`src/rtl/cog_vidq.sv`:
```
// Queued cog video shifter: a DEPTH-entry {pixel,color} FIFO feeding a 1/2 bpp serialiser
// that emits one CW-bit colour per clock, chaining frames seamlessly and flagging underrun.
module cog_vidq #(
  parameter int DEPTH = 4,
  parameter int CW    = 8,
  parameter int LW    = $clog2(DEPTH + 1)
) (
  input  logic              clk_vid,
  input  logic              nres,
  input  logic              ena,
  input  logic              cfg_bpp2,
  input  logic              cfg_msb,
  input  logic [7:0]        scl_ppc,
  input  logic [11:0]       scl_cpf,
  input  logic [CW-1:0]     idle_color,
  input  logic              in_valid,
  output logic              in_ready,
  input  logic [31:0]       in_pixel,
  input  logic [4*CW-1:0]   in_color,
  output logic [CW-1:0]     vid_out,
  output logic              vid_active,
  output logic              underrun,
  output logic [LW-1:0]     fifo_level
);

  localparam int PW = (DEPTH > 1) ? $clog2(DEPTH) : 1;

  typedef enum logic {IDLE, RUN} state_t;

  logic [31:0]     pix_mem [DEPTH];
  logic [4*CW-1:0] col_mem [DEPTH];

  state_t          state_q, state_d;
  logic [PW-1:0]   wp_q, wp_d, rp_q, rp_d;
  logic [LW-1:0]   level_q, level_d;
  logic [CW-1:0]   vid_out_q, vid_out_d;
  logic            vid_active_q, vid_active_d;
  logic            underrun_q, underrun_d;

  logic [31:0]     pix_q, pix_d;
  logic [4*CW-1:0] col_q, col_d;
  logic            bpp2_q, bpp2_d, msb_q, msb_d;
  logic [7:0]      ppc_q, ppc_d, cnt_q, cnt_d;
  logic [11:0]     set_q, set_d;

  logic            push, pop, nonempty, frame_end;
  logic [1:0]      idx;

  assign in_ready   = ena & nres & (level_q != LW'(DEPTH));
  assign vid_out    = vid_out_q;
  assign vid_active = vid_active_q;
  assign underrun   = underrun_q;
  assign fifo_level = level_q;

  always_comb begin
    push      = in_valid & in_ready;
    nonempty  = (level_q != '0);
    frame_end = (state_q == RUN) && (set_q == 12'd1);
    pop       = ena & nonempty & ((state_q == IDLE) | frame_end);

    if (bpp2_q) idx = msb_q ? pix_q[31:30] : pix_q[1:0];
    else        idx = {1'b0, (msb_q ? pix_q[31] : pix_q[0])};

    state_d      = state_q;
    wp_d         = wp_q;
    rp_d         = rp_q;
    level_d      = level_q;
    vid_out_d    = vid_out_q;
    vid_active_d = vid_active_q;
    underrun_d   = 1'b0;
    pix_d        = pix_q;
    col_d        = col_q;
    bpp2_d       = bpp2_q;
    msb_d        = msb_q;
    ppc_d        = ppc_q;
    cnt_d        = cnt_q;
    set_d        = set_q;

    if (!ena) begin
      // Flush: queue and shifter cleared, outputs forced quiet, no underrun reported
      state_d      = IDLE;
      wp_d         = '0;
      rp_d         = '0;
      level_d      = '0;
      vid_out_d    = '0;
      vid_active_d = 1'b0;
    end else begin
      if (push) wp_d = wp_q + PW'(1);
      if (pop)  rp_d = rp_q + PW'(1);
      level_d = level_q + LW'(push) - LW'(pop);

      if (state_q == IDLE) begin
        vid_out_d    = idle_color;
        vid_active_d = 1'b0;
      end else begin
        vid_out_d    = col_q[idx*CW +: CW];
        vid_active_d = 1'b1;
        set_d        = set_q - 12'd1;
        cnt_d        = cnt_q - 8'd1;
        if (frame_end) begin
          if (!nonempty) begin
            state_d    = IDLE;
            underrun_d = 1'b1;
          end
        end else if (cnt_q == 8'd1) begin
          cnt_d = ppc_q;
          // Vacated bits replicate the far-end pixel so an over-long frame repeats it
          if (msb_q) pix_d = bpp2_q ? {pix_q[29:0], pix_q[1:0]} : {pix_q[30:0], pix_q[0]};
          else       pix_d = bpp2_q ? {pix_q[31:30], pix_q[31:2]} : {pix_q[31], pix_q[31:1]};
        end
      end

      if (pop) begin
        state_d = RUN;
        pix_d   = pix_mem[rp_q];
        col_d   = col_mem[rp_q];
        bpp2_d  = cfg_bpp2;
        msb_d   = cfg_msb;
        ppc_d   = scl_ppc;
        cnt_d   = scl_ppc;
        set_d   = scl_cpf;
      end
    end
  end

  always_ff @(posedge clk_vid or negedge nres) begin
    if (!nres) begin
      state_q      <= IDLE;
      wp_q         <= '0;
      rp_q         <= '0;
      level_q      <= '0;
      vid_out_q    <= '0;
      vid_active_q <= 1'b0;
      underrun_q   <= 1'b0;
    end else begin
      state_q      <= state_d;
      wp_q         <= wp_d;
      rp_q         <= rp_d;
      level_q      <= level_d;
      vid_out_q    <= vid_out_d;
      vid_active_q <= vid_active_d;
      underrun_q   <= underrun_d;
    end
  end

  // Datapath state: only meaningful while RUN, so left out of reset
  always_ff @(posedge clk_vid) begin
    if (push) begin
      pix_mem[wp_q] <= in_pixel;
      col_mem[wp_q] <= in_color;
    end
    pix_q  <= pix_d;
    col_q  <= col_d;
    bpp2_q <= bpp2_d;
    msb_q  <= msb_d;
    ppc_q  <= ppc_d;
    cnt_q  <= cnt_d;
    set_q  <= set_d;
  end

endmodule

```
`config.mk`:
```
export PLATFORM = sky130hd
export DESIGN_NAME = cog_vidq
export DESIGN_NICKNAME = d
export VERILOG_FILES = /design/src/rtl/cog_vidq.sv
export SDC_FILE = /design/constraint.sdc
export NUM_CORES = 1
export LEC_CHECK = 0
export CAP_MARGIN = 5
export CORE_MARGIN = 2
export CORE_UTILIZATION = 46
export DETAILED_ROUTE_END_ITERATION = 8
export PLACE_DENSITY_LB_ADDON = 0.2
export SLEW_MARGIN = 10
export SYNTH_ARGS = -nofsm -noshare
export SYNTH_HDL_FRONTEND = slang
export SYNTH_SLANG_ARGS = --single-unit
```
`constraint.sdc`:
```
create_clock -name clk_vid -period 3.6 [get_ports clk_vid]
set_clock_uncertainty 0.1 [all_clocks]
set_input_delay 0.72 -clock clk_vid [delete_from_list [all_inputs] [get_ports clk_vid]]
set_output_delay 0.72 -clock clk_vid [all_outputs]
set_load 0.02 [all_outputs]
```
# Word-level counts from Yosys, hierarchy flattened
# Memory sizes are Yosys's and may differ from the RTL's. A register that Yosys moved wholly into a read port is not among the register bits.
# Cells that the tools add are included.
[word_totals] ff_bits=80 latchBits=0 ram_bits=256 romBits=0 inputBits=98 output_inout_bits=14 elab_cells=90 n_memories=2
[memory_table] name="col_mem" words=4 word_bits=32 read_ports=1 rd_ports_with_merged_regs=1 wr=1 line_no="31" source="logic [4*CW-1:0] col_mem [DEPTH];"
[memory_table] name="pix_mem" words=4 word_bits=32 read_ports=1 rd_ports_with_merged_regs=0 wr=1 line_no="30" source="logic [31:0] pix_mem [DEPTH];"
[classes] add_sub_neg=6 mul=0 n_div=0 n_lt_le_gt_ge=0 n_eq_ne=9 shift=1 mux=36 n_bitwise=7 n_reduce_logical=12
[op_table] op="32-bit 2-to-1 mux" count=6
[op_table] op="8-bit 2-to-1 mux" count=6
[op_table] op="32-bit by 6-bit indexed part select with 8-bit output" count=1
[op_table] op="31-bit 2-to-1 mux" count=1
[op_table] op="12-bit 2-to-1 mux" count=2
[op_table] op="5-bit AND reduction" count=4
[op_table] op="1-bit 2-to-1 mux" count=14
[op_table] op="12-bit by 1-bit == test with 1-bit output, second input constant" count=1
[op_table] op="2-bit 2-to-1 mux" count=6
[op_table] op="12-bit by 1-bit subtractor with 12-bit output, second input constant" count=1
[op_table] op="8-bit by 1-bit == test with 1-bit output, second input constant" count=1
[op_table] op="8-bit by 1-bit subtractor with 8-bit output, second input constant" count=1
[op_table] op="2-bit by 1-bit inequality test with 1-bit output, second input constant" count=3
[op_table] op="2-bit nonzero test" count=3
[op_table] op="1-bit bitwise AND" count=5
[op_table] op="2-bit by 1-bit adder with 2-bit output, second input constant" count=2
[op_table] op="2-bit AND reduction" count=2
[op_table] op="4-bit AND reduction" count=1
[op_table] op="3-bit by 1-bit adder with 3-bit output" count=1
[op_table] op="3-bit 2-to-1 mux" count=1
[op_table] op="3-bit by 1-bit inequality test with 1-bit output, second input constant" count=1
[op_table] op="3-bit by 2-bit inequality test with 1-bit output, second input constant" count=1
[op_table] op="3-bit inequality test, second input constant" count=1
[op_table] op="3-bit nonzero test" count=1
[op_table] op="other kinds (5)" count=5

# Depth between registers and ports, before layout
# Gate-level depths: netlist (run 1).
[logic_depth] depth_word=6 depth_mapped=13

# Worst setup path after synthesis (run 1)
# Ideal clock, no wire load.
[synth_timing] path_type="register to register" from="register set_q[6]" to="register pix_q[10], enable pin" setup_ns=0.422 arrival_time_ns=3.400 required_time_ns=3.078 setup_slack_ns=-0.323 stages_incl_launch_ff=7 path_buffers=2 synth_period_minus_slack_ns=3.923 path_cell_list="edfxtp_1 > or4_4 > o41ai_4 > nand2_4 > buf_6 > buf_6 > a21oi_1"
[synth_via] elab_chain_cells=6 word_cells_on_any_way=8
[synth_rtl] element="start, declared" line_no="44" source="logic [11:0] set_q, set_d;"
[synth_rtl] element="start signal, assigned" line_no="158" source="set_q <= set_d;"
[synth_rtl] element="12-bit by 1-bit == test with 1-bit output *" line_no="58" source="frame_end = (state_q == RUN) && (set_q == 12'd1);"
[synth_rtl] element="1-bit logical AND *" line_no="58"
[synth_rtl] element="1-bit bitwise OR" line_no="59" source="pop = ena & nonempty & ((state_q == IDLE) | frame_end);"
[synth_rtl] element="1-bit bitwise AND" line_no="59"
[synth_rtl] element="2-bit inequality test (no source line) / 2-bit nonzero test (equally long branches)"
[synth_rtl] element="4-bit AND reduction (no source line) *"
[synth_rtl] element="end signal, assigned" line_no="152" source="pix_q <= pix_d;"
[synth_rtl] element="end, declared" line_no="40" source="logic [31:0] pix_q, pix_d;"
# Every way passes the cells marked *; elsewhere a longest branch is shown, timed or not.
# A chain may end at the register's enable or synchronous reset.

# Worst setup path in the final report (run 1)
[layout_timing] from="register set_q[6]" to="register level_q[2], in the netlist fifo_level[2]"
[layout_via] elab_chain_cells=6
[layout_rtl] element="12-bit by 1-bit == test with 1-bit output" line_no="58"
[layout_rtl] element="1-bit logical AND" line_no="58"
[layout_rtl] element="1-bit bitwise OR" line_no="59"
[layout_rtl] element="1-bit bitwise AND" line_no="59"
[layout_rtl] element="3-bit by 1-bit subtractor with 3-bit output" line_no="90" source="level_d = level_q + LW'(push) - LW'(pop);"
[layout_rtl] element="3-bit 2-to-1 mux" line_no="79" source="if (!ena) begin"
[layout_rtl] element="named net level_d[2]" line_no="35" source="logic [LW-1:0] level_q, level_d;"
[layout_rtl] element="end signal, assigned" line_no="139" source="level_q <= level_d;"
[layout_rtl] element="end, declared" line_no="35"
# The timed path passes the listed nets, and every way through them passes these cells.

==> out/metrics.csv, run 1 <==
stage;metric;value;unit
status;status;finished clean;
timing;hold_viol;0;
critical_path;cp_slowest_cell;or4_4;
drt;wirelength;29300;um
global_routing;antenna_found_initial;2;
pwr;pwr-share-clk;30.0;%
cts;holdBufCountCts;0;
critical_path;cp.arrival;3.43;ns
synth;synth_top_area_cell;edfxtp_1;
timing;setup_tns;0;ns
critical_path;path_max_fanout;7;
pwr;switching_share;26.5;%
critical_path;crit_buf_inv;3;
run;max-cap-violations;0;
critical_path;r2r-start;set_q[6]$_DFFE_PP_;
synth;ys.flop_type;edfxtp_1;
synth;synth.distinct_cells;49;
timing;rsz0062_at_grt;no;
drt;avgViaCountPerCell;5.58;
global_routing;grt.total_usage;17.4;%
cts;ctsResizeCount;0;
critical_path;r2r_cells;11;
cts;clock-root-buffer;clkbuf_16;
global_routing;grt_pass1_vias;7850;
synth;syn_avg_cell_area;20.9;um^2
floorplanning;start_util;46.8;%
floorplanning;die_area;34500;um^2
cells_and_area;mostFrequentLayoutCell;edfxtp_1;
critical_path;cp-startpoint;set_q[6]$_DFFE_PP_;
cts;numCtsBuffers;39;
timing;drv_slew;0;
floorplanning;coreArea;32500;um^2
synth;synth_edf_count;350;
critical_path;timing.critical_path.mode_cell;inv_1;
critical_path;rrSetupSlack;0.47;ns
critical_path;crit_family;simple AND/OR/NAND/NOR gates;
critical_path;startpoint_type;flip-flop;
pwr;power_density;686;nW/um^2
floorplanning;rows;66;
synth;synthArstFlopShare;4.89;%
cts;clk_latency;0.52;ns
cts;clkSinkCount;368;
pwr;ir_drop;0.387;mV
timing;tightest_slew;0.959;ns
cts;post_cts.repair.setup_buffers;0;
critical_path;cp-end-kind;flip-flop;
cts;cts_tree;yes;
drt;drtPass1Iterations;5;
floorplanning;pin_count;112;
drt;ant_nets;0;
timing;fmax;0.320;GHz
critical_path;slowest_delay;0.60;ns
worst_hold_path;min_path_type;reg2reg;
timing;finalCriticalPeriod;3.13;ns
synth;ys_seq_area_share;72.1;%
synth;yosys-top-cells-area;edfxtp_1 (69%), mux4_2 (15%), mux2_4 (3.4%);
cts;clk_pin_slew;0.06;ns
global_routing;grt_pass1_wl;45300;um
cells_and_area;drive_gt1_share;25.7;%
synth;synth_seq_cells;368;
critical_path;worstSetupPathDepth;11;
global_routing;grt_max_degree;54;
cells_and_area;synthToLayoutAreaGrowth;19.5;%
synth;synth_warnings;0;
floorplanning;die_h;186;um
cts;clk_path_buf_depth;3;
synth;synth_fp_nets;838;
critical_path;critPathRequiredTime;3.91;ns
drt;via_count;7502;
cts;cts_max_level;2;
pwr;p_seq_share;46.6;%
global_routing;grt_remaining_overflow;0;
pwr;p_int;0.00916;W
drt;drt_iter0_markers;549;
timing;whs;0.458;ns
drt;drc;0;
critical_path;worstSetupEndpoint;fifo_level[2]$_DFF_PN0_;
timing;setup_viol;0;
pwr;combPwrFrac;23.4;%
cells_and_area;nets;981;
placement;place_hpwl;18200;um
cells_and_area;layout_common_cells;edfxtp_1 (350), clkdlybuf4s50_1 (111), mux4_2 (100);
synth;synth.top_cell.area_share;69.1;%
floorplanning;fp.dieW;186;um
critical_path;worstPathCellList;or4_4 -> o41ai_4 -> nand2_4 -> inv_1 -> ha_1 -> inv_1 -> ha_1 -> inv_1 -> fa_1 -> xnor2_1 -> and2_1;
timing;period_share;86.8;%
critical_path;r2r_end;fifo_level[2]$_DFF_PN0_;
placement;gp_congestion;0.901;
pwr;power.leakage;5.99;nW
drt;wire_per_inst;21.8;um
synth;syn-cell-area;15200;um^2
timing;slew_headroom;36.1;%
critical_path;crit_type;reg2reg;
placement;portBuffers;111;
pwr;p_switching;0.00330;W
synth;synthCells;729;
-- layout make-up --
| class | count | area, um^2 |
|---|---|---|
| tap | 442 | 553 |
| clock buffer | 49 | 1030 |
| antenna | 1 | 2.50 |
| fill | 2463 | 14400 |
| inverter | 14 | 52.6 |
| multi-input combinational | 310 | 4030 |
| clock inverter | 21 | 160 |
| timing repair buffer | 139 | 1380 |
| sequential | 368 | 11000 |
-- state kept, by name, indices dropped and copies added, names as in the netlist --
register,flops
cnt_q,8
fifo_level,3
bpp2_q,1
col_mem,128
vid_active,1
underrun,1
msb_q,1
col_q,32
ppc_q,8
pix_q,32
vid_out,8
state_q,1
pix_mem,128
rp_q,2
wp_q,2
set_q,12
-- Yosys cell counts (all sizes together), types with 2 or more instances --
cell type	count
nand3	15
buf	13
o21ai	2
nor3	15
ha	10
or4	3
clkbuf	24
xor2	3
nor3b	2
inv	14
nor2b	3
and2	8
edfxtp	350
o31ai	7
and3b	2
nor2	9
a31oi	2
nand2	17
nand2b	2
nor4	5
a211oi	3
mux2	40
or3	4
dfrtp	18
mux4	100
nand4	2
mux2i	7
xnor2	12
a21oi	16
a22o	8
-- routing by layer --
layer / wire (um) / part of all wire [%] / GRT usage, %
met1: 13100 / 45 / 25.0
met3: 1500 / 5.1 / 3.29
met2: 14200 / 48 / 27.8
met4: 504 / 1.7 / 4.38
met5: 23 / 0.079 / 0
-- metrics by stage --
| step | total power [W] | std cells | cell area (um^2) | utilization (%) | setup slack, ns |
|---|---|---|---|---|---|
| after floorplan | 0.00796 | 729 | 15200 | - | 0.161 |
| after global placement | 0.00874 | 1273 | 17000 | 52.2 | 0.478 |
| after detailed placement | 0.00884 | 1273 | 17000 | 52.2 | 0.442 |
| after CTS | 0.0126 | 1343 | 18200 | 55.9 | 0.444 |
| after global routing | 0.0131 | 1343 | 18200 | 55.9 | 0.309 |
| final | 0.0125 | 1344 | 18200 | 55.9 | 0.474 |
-- kinds of logic (layout without fill, tap and decap cells) --
logic type	after synthesis	count (layout)	synth area share [%]
mux	147	147	19.1
fa+ha+maj	11	11	0.954
other cells	0	1	0
buf+inv	51	223	1.54
xor+xnor	15	15	0.864
flops	368	368	72.1
simple gates	91	91	3.28
compound gates	46	46	2.24
-- worst min-delay path by stage --
stage	slack, ns	startpoint	to	cells past startpoint
4_1_cts	0.46	wp_q[0]$_DFFE_PN0P_	wp_q[0]$_DFFE_PN0P_	1
5_1_grt	0.50	wp_q[0]$_DFFE_PN0P_	wp_q[0]$_DFFE_PN0P_	1
6_report	0.46	wp_q[0]$_DFFE_PN0P_	wp_q[0]$_DFFE_PN0P_	1
2_1_floorplan	0.32	nres	fifo_level[0]$_DFF_PN0_	0
3_5_place_dp	0.44	wp_q[0]$_DFFE_PN0P_	wp_q[0]$_DFFE_PN0P_	1
3_3_place_gp	0.42	wp_q[0]$_DFFE_PN0P_	wp_q[0]$_DFFE_PN0P_	1
-- power by group through the flow --
stage,clock (W),combinational (W),sequential [W]
floorplan,0,0.00228,0.00568
global placement,0,0.00288,0.00587
detailed placement,0,0.00294,0.00591
CTS,0.00384,0.00296,0.00582
global route,0.00401,0.00316,0.00589
finish,0.00374,0.00292,0.00581
(Power assumes the default switching activity.)
==> run 2: changes to the inputs <==
--- a/config.mk
+++ b/config.mk
@@ -5,9 +5,9 @@
 export SDC_FILE = /design/constraint.sdc
 export NUM_CORES = 1
 export LEC_CHECK = 0
-export CAP_MARGIN = 5
+export CAP_MARGIN = 20
 export CORE_MARGIN = 2
-export CORE_UTILIZATION = 46
+export CORE_UTILIZATION = 32
 export DETAILED_ROUTE_END_ITERATION = 8
 export PLACE_DENSITY_LB_ADDON = 0.2
 export SLEW_MARGIN = 10
==> run 2 against run 1 <==
Against the previous run: combinational power rose by 3%; flip-flop and latch count did not move; sequential power fell by 1%; core utilization fell by 16 points; cell count rose by 13%; register-to-register slack got worse by 0.05 ns; routed wire length rose by 9.3%; worst hold slack improved by 0.011 ns; worst setup slack got worse by 0.046 ns; power rose by 2.5%; global-route usage fell by 4.1 points; via count fell by 2.0%; critical endpoint unchanged; largest power group unchanged; highest routed layer unchanged.
==> out/metrics.csv, run 2 (synthesized netlist as in run 1, its figures left out) <==
stage;metric;value;unit
cts;cts_max_level;2;
critical_path;path_max_fanout;7;
timing;tightest_slew;0.783;ns
pwr;ir_drop;0.299;mV
timing;whs;0.470;ns
drt;wirelength;32000;um
critical_path;worstPathCellList;or4_4 -> o41ai_4 -> nand2_4 -> inv_1 -> ha_1 -> inv_1 -> ha_1 -> inv_1 -> fa_1 -> xnor2_1 -> and2_1;
global_routing;grt_pass1_vias;7801;
timing;slew_headroom;47.8;%
critical_path;slowest_delay;0.59;ns
floorplanning;pin_count;112;
cells_and_area;instances_no_fill;1515;
global_routing;grt_max_degree;65;
critical_path;cp_slowest_cell;or4_4;
drt;avgViaCountPerCell;4.85;
placement;gp_congestion;0.734;
cts;clock-root-buffer;clkbuf_16;
cts;clk_path_buf_depth;3;
floorplanning;start_util;32.5;%
global_routing;antenna_found_initial;2;
pwr;p_total;0.0128;W
critical_path;crit_type;reg2reg;
timing;setup_viol;0;
cells_and_area;reg_top3;col_mem x128, pix_mem x128;
drt;drc;0;
cells_and_area;nFillCells;4214;
critical_path;cp-end-kind;flip-flop;
floorplanning;rows;79;
critical_path;timing.critical_path.mode_cell;inv_1;
floorplanning;coreArea;46800;um^2
cells_and_area;layout_common_cells;edfxtp_1 (350), clkdlybuf4s50_1 (111), mux4_2 (100);
cts;cts_tree;yes;
drt;drtPass1Iterations;4;
timing;hold_viol;0;
global_routing;grt_remaining_overflow;0;
placement;portBuffers;111;
run;max-cap-violations;0;
critical_path;crit_family;adder cells;
timing;finalCriticalPeriod;3.17;ns
floorplanning;die_area;49300;um^2
global_routing;grt.total_usage;13.3;%
cts;ctsResizeCount;0;
timing;fmax;0.315;GHz
pwr;power.leakage;6.08;nW
cells_and_area;nets;988;
drt;ant_nets;0;
timing;drv_slew;0;
placement;post-place-cells;1444;
timing;timing.final.ws_setup;0.428;ns
drt;drt_iter0_markers;643;
global_routing;grt_pass1_wl;49600;um
cells_and_area;drive_gt1_share;26.7;%
cts;clk_latency;0.55;ns
critical_path;critPathRequiredTime;3.93;ns
timing;rsz0062_at_grt;no;
critical_path;cp.arrival;3.50;ns
timing;period_share;88.1;%
cts;clk_pin_slew;0.06;ns
cts;holdBufCountCts;0;
cells_and_area;synthToLayoutAreaGrowth;22.2;%
placement;place_hpwl;19500;um
drt;via_count;7349;
cts;post_cts.repair.setup_buffers;0;
cells_and_area;mostFrequentLayoutCell;edfxtp_1;
critical_path;crit_buf_inv;3;
cts;numCtsBuffers;40;
worst_hold_path;min_path_type;reg2reg;
pwr;power_density;688;nW/um^2
floorplanning;fp.dieW;222;um
placement;dp_slack;0.375;ns
floorplanning;die_h;222;um
cts;clkSinkCount;368;
critical_path;startpoint_type;flip-flop;
timing;setup_tns;0;ns
status;status;finished clean;
drt;wire_per_inst;21.1;um
-- run 2: changes by cell type in the layout (fill, tap and decap cells not counted) --
cell / previous run / this run
buf_12: 5 / 11
bufinv_16: 2 / 5
clkinv_1: 10 / 7
clkinv_2: 6 / 7
clkinvlp_4: 1 / 0
inv_1: 14 / 13
inv_2: 0 / 1
-- run 2: final cells by class --
| type | instances | area [um^2] | area share (%) |
|---|---|---|---|
| Tap cell | 607 | 759 | 4.09 |
| Clock buffer | 49 | 1030 | 5.57 |
| Inverter | 14 | 52.6 | 0.283 |
| Sequential cell | 368 | 11000 | 59.0 |
| Antenna cell | 1 | 2.50 | 0.0135 |
| Timing Repair Buffer | 145 | 1500 | 8.09 |
| Multi-Input combinational cell | 310 | 4030 | 21.7 |
| Clock inverter | 21 | 236 | 1.27 |
-- run 2: power by group --
group	switching (W)	internal, W
Clock	0.00162	0.00240
Combinational	0.00138	0.00164
Sequential	0.000383	0.00536
-- run 2: path summary, 6_finish.rpt --
check                                     from                 endpoint  slack (ns)  cells after the start
min reg2reg                wp_q[0]$_DFFE_PN0P_      wp_q[0]$_DFFE_PN0P_        0.47                      1
min                        wp_q[0]$_DFFE_PN0P_      wp_q[0]$_DFFE_PN0P_        0.47                      1
max in group asynchronous                 nres      rp_q[0]$_DFFE_PN0P_        2.66                      2
max reg2reg                 set_q[6]$_DFFE_PP_  fifo_level[2]$_DFF_PN0_        0.43                     11
max                         set_q[6]$_DFFE_PP_  fifo_level[2]$_DFF_PN0_        0.43                     11
min in group asynchronous                 nres     vid_out[7]$_DFF_PN0_        0.49                      2
-- run 2: layer usage --
| metal | vias to the layer above | track usage (%) | part of all wire [%] | wire length (um) |
|---|---|---|---|---|
| met4 | 2 | 3.66 | 2.0 | 640 |
| met5 | - | 0 | 0.041 | 13 |
| met2 | 138 | 21.0 | 47 | 15100 |
| met3 | 50 | 3.27 | 4.4 | 1390 |
| met1 | 3816 | 18.4 | 46 | 14800 |
| li1 | 3343 | - | - | - |
-- run 2: through the flow --
stage          area [um^2]  util [%]
4_1_cts              18600      39.7
3_5_place_dp         17300      37.0
3_3_place_gp         17300      37.0
2_1_floorplan        15200         -
5_1_grt              18600      39.7
6_report             18600      39.7
-- run 2: worst register-to-register path: cells and delay by family (launching register included) --
kind / cells / cell delay, ns
buffers and inverters: 3 / 0.33
xor gates and xnor gates: 1 / 0.13
AOI/OAI and AO/OA: 1 / 0.43
adders and majority gates: 3 / 0.81
DFF: 1 / 0.46
and+or+nand+nor: 3 / 0.81
==> run 3: changes to the inputs <==
--- a/config.mk
+++ b/config.mk
@@ -6,7 +6,6 @@
 export NUM_CORES = 1
 export LEC_CHECK = 0
 export CAP_MARGIN = 20
-export CORE_MARGIN = 2
 export CORE_UTILIZATION = 32
 export DETAILED_ROUTE_END_ITERATION = 8
 export PLACE_DENSITY_LB_ADDON = 0.2
@@ -14,3 +13,4 @@
 export SYNTH_ARGS = -nofsm -noshare
 export SYNTH_HDL_FRONTEND = slang
 export SYNTH_SLANG_ARGS = --single-unit
+export TNS_END_PERCENT = 10
==> run 3 against run 2 <==
Against the previous run: the flow now finishes with violations (DRC); core utilization decreased by 0.35 points; power decreased by 1.8%; register-to-register slack got worse by 0.15 ns; first-iteration DRC count down 12%; flip-flop and latch count stayed put; critical endpoint unchanged; largest power group unchanged; highest routed layer unchanged.
==> out/metrics.csv, run 3 (synthesized netlist as in run 1, its figures left out) <==
stage;metric;value;unit
cells_and_area;mostFrequentLayoutCell;edfxtp_1;
critical_path;crit_type;reg2reg;
cells_and_area;synthToLayoutAreaGrowth;21.1;%
global_routing;antenna_found_initial;3;
critical_path;timing.critical_path.mode_cell;inv_1;
cells_and_area;drive_gt1_share;25.9;%
drt;drtPass1Iterations;6;
timing;rsz0062_at_grt;no;
cells_and_area;reg_top3;col_mem x128, pix_mem x128;
cells_and_area;nFillCells;4238;
cts;ctsResizeCount;0;
critical_path;slowest_delay;0.60;ns
worst_hold_path;min_path_type;reg2reg;
global_routing;grt_max_degree;65;
drt;drt_iter0_markers;565;
critical_path;cp-end-kind;flip-flop;
drt;ant_nets;0;
cts;clk_pin_slew;0.06;ns
cts;holdBufCountCts;0;
timing;period_share;92.3;%
cells_and_area;fin_area;18400;um^2
drt;wirelength;32000;um
cts;clk_latency;0.55;ns
global_routing;grt_pass1_vias;7708;
pwr;power.leakage;6.00;nW
timing;whs;0.475;ns
drt;drc;8;
cts;numCtsBuffers;41;
timing;drv_slew;0;
cts;cts_max_level;2;
floorplanning;rows;79;
floorplanning;die_h;220;um
status;status;finished, violations left;
placement;place_area;17200;um^2
timing;hold_viol;0;
pwr;p_total;0.0126;W
floorplanning;pin_count;112;
critical_path;critPathRequiredTime;3.93;ns
global_routing;grt_remaining_overflow;0;
placement;portBuffers;111;
pwr;ir_drop;0.278;mV
drt;wire_per_inst;21.2;um
timing;setup_viol;0;
timing;finalCriticalPeriod;3.32;ns
timing;tightest_slew;0.833;ns
pwr;power_density;682;nW/um^2
floorplanning;fp.dieW;220;um
cells_and_area;nets;983;
global_routing;grt.total_usage;13.5;%
drt;avgViaCountPerCell;4.91;
cts;clk_path_buf_depth;3;
floorplanning;die_area;48400;um^2
floorplanning;start_util;32.5;%
global_routing;grt_pass1_wl;48300;um
cells_and_area;antenna_cells;0;
critical_path;cp_slowest_cell;or4_4;
timing;slew_headroom;44.5;%
placement;place_hpwl;19200;um
run;max-cap-violations;0;
cts;clock-root-buffer;clkbuf_16;
critical_path;startpoint_type;flip-flop;
placement;gp_congestion;0.797;
critical_path;cp.arrival;3.66;ns
cells_and_area;layout_common_cells;edfxtp_1 (350), clkdlybuf4s50_1 (111), mux4_2 (100);
floorplanning;coreArea;46800;um^2
drt;via_count;7413;
timing;setup_tns;0;ns
timing;fmax;0.301;GHz
cts;cts_tree;yes;
cts;clkSinkCount;368;
critical_path;path_max_fanout;12;
cells_and_area;final_util;39.4;%
status;violations;DRC;
cts;post_cts.repair.setup_buffers;0;
critical_path;worstPathCellList;or4_4 -> o41ai_4 -> nand2_4 -> inv_1 -> ha_1 -> inv_1 -> ha_1 -> inv_1 -> fa_1 -> xnor2_1 -> and2_1;
==> run 3: layout make-up <==
| type | count | area (um^2) | area share [%] |
|---|---|---|---|
| tap | 607 | 759 | 4.12 |
| sequential | 368 | 11000 | 59.5 |
| clock inverter | 23 | 138 | 0.747 |
| multi-input combinational | 310 | 4030 | 21.9 |
| timing repair buffer | 139 | 1420 | 7.72 |
| inverter | 14 | 52.6 | 0.285 |
| clock buffer | 49 | 1060 | 5.73 |
==> run 3: critical path: cells and delay by family, from the launching register on <==
kind	cells	cell delay, ns
buffers and inverters	3	0.34
DFF	1	0.46
and+or+nand+nor	3	0.93
adders and majority gates	3	0.81
xor gates and xnor gates	1	0.13
AOI/OAI and AO/OA	1	0.44
==> run 3: worst paths after layout <==
path	to	depth (start not counted)	slack [ns]	from
worst max-delay path	fifo_level[2]$_DFF_PN0_	11	0.28	set_q[6]$_DFFE_PP_
worst min register to register	wp_q[0]$_DFFE_PN0P_	1	0.48	wp_q[0]$_DFFE_PN0P_
max in group asynchronous	rp_q[0]$_DFFE_PN0P_	2	2.66	nres
worst max register to register	fifo_level[2]$_DFF_PN0_	11	0.28	set_q[6]$_DFFE_PP_
worst min-delay path	wp_q[0]$_DFFE_PN0P_	1	0.48	wp_q[0]$_DFFE_PN0P_
min in group asynchronous	rp_q[0]$_DFFE_PN0P_	2	0.49	nres
==> run 3: power by group <==
part | internal (W) | switching, W
registers | 0.00535 | 0.000424
clock network | 0.00216 | 0.00163
logic | 0.00166 | 0.00134
==> run 3: metrics by stage <==
| stage | setup slack, ns | instances |
|---|---|---|
| after CTS | 0.253 | 1510 |
| after global routing | 0.0796 | 1510 |
| after floorplan | 0.161 | 729 |
| final | 0.277 | 1510 |
| after global placement | 0.300 | 1438 |
| after detailed placement | 0.287 | 1438 |
==> run 3: per-layer routing <==
metal | track usage (%) | part of all wire, % | vias to the layer above
met4 | 4.07 | 1.9 | 6
met2 | 21.0 | 46 | 164
met5 | 0 | 0.12 | -
met3 | 3.56 | 5.8 | 48
li1 | - | - | 3330
met1 | 18.6 | 46 | 3865
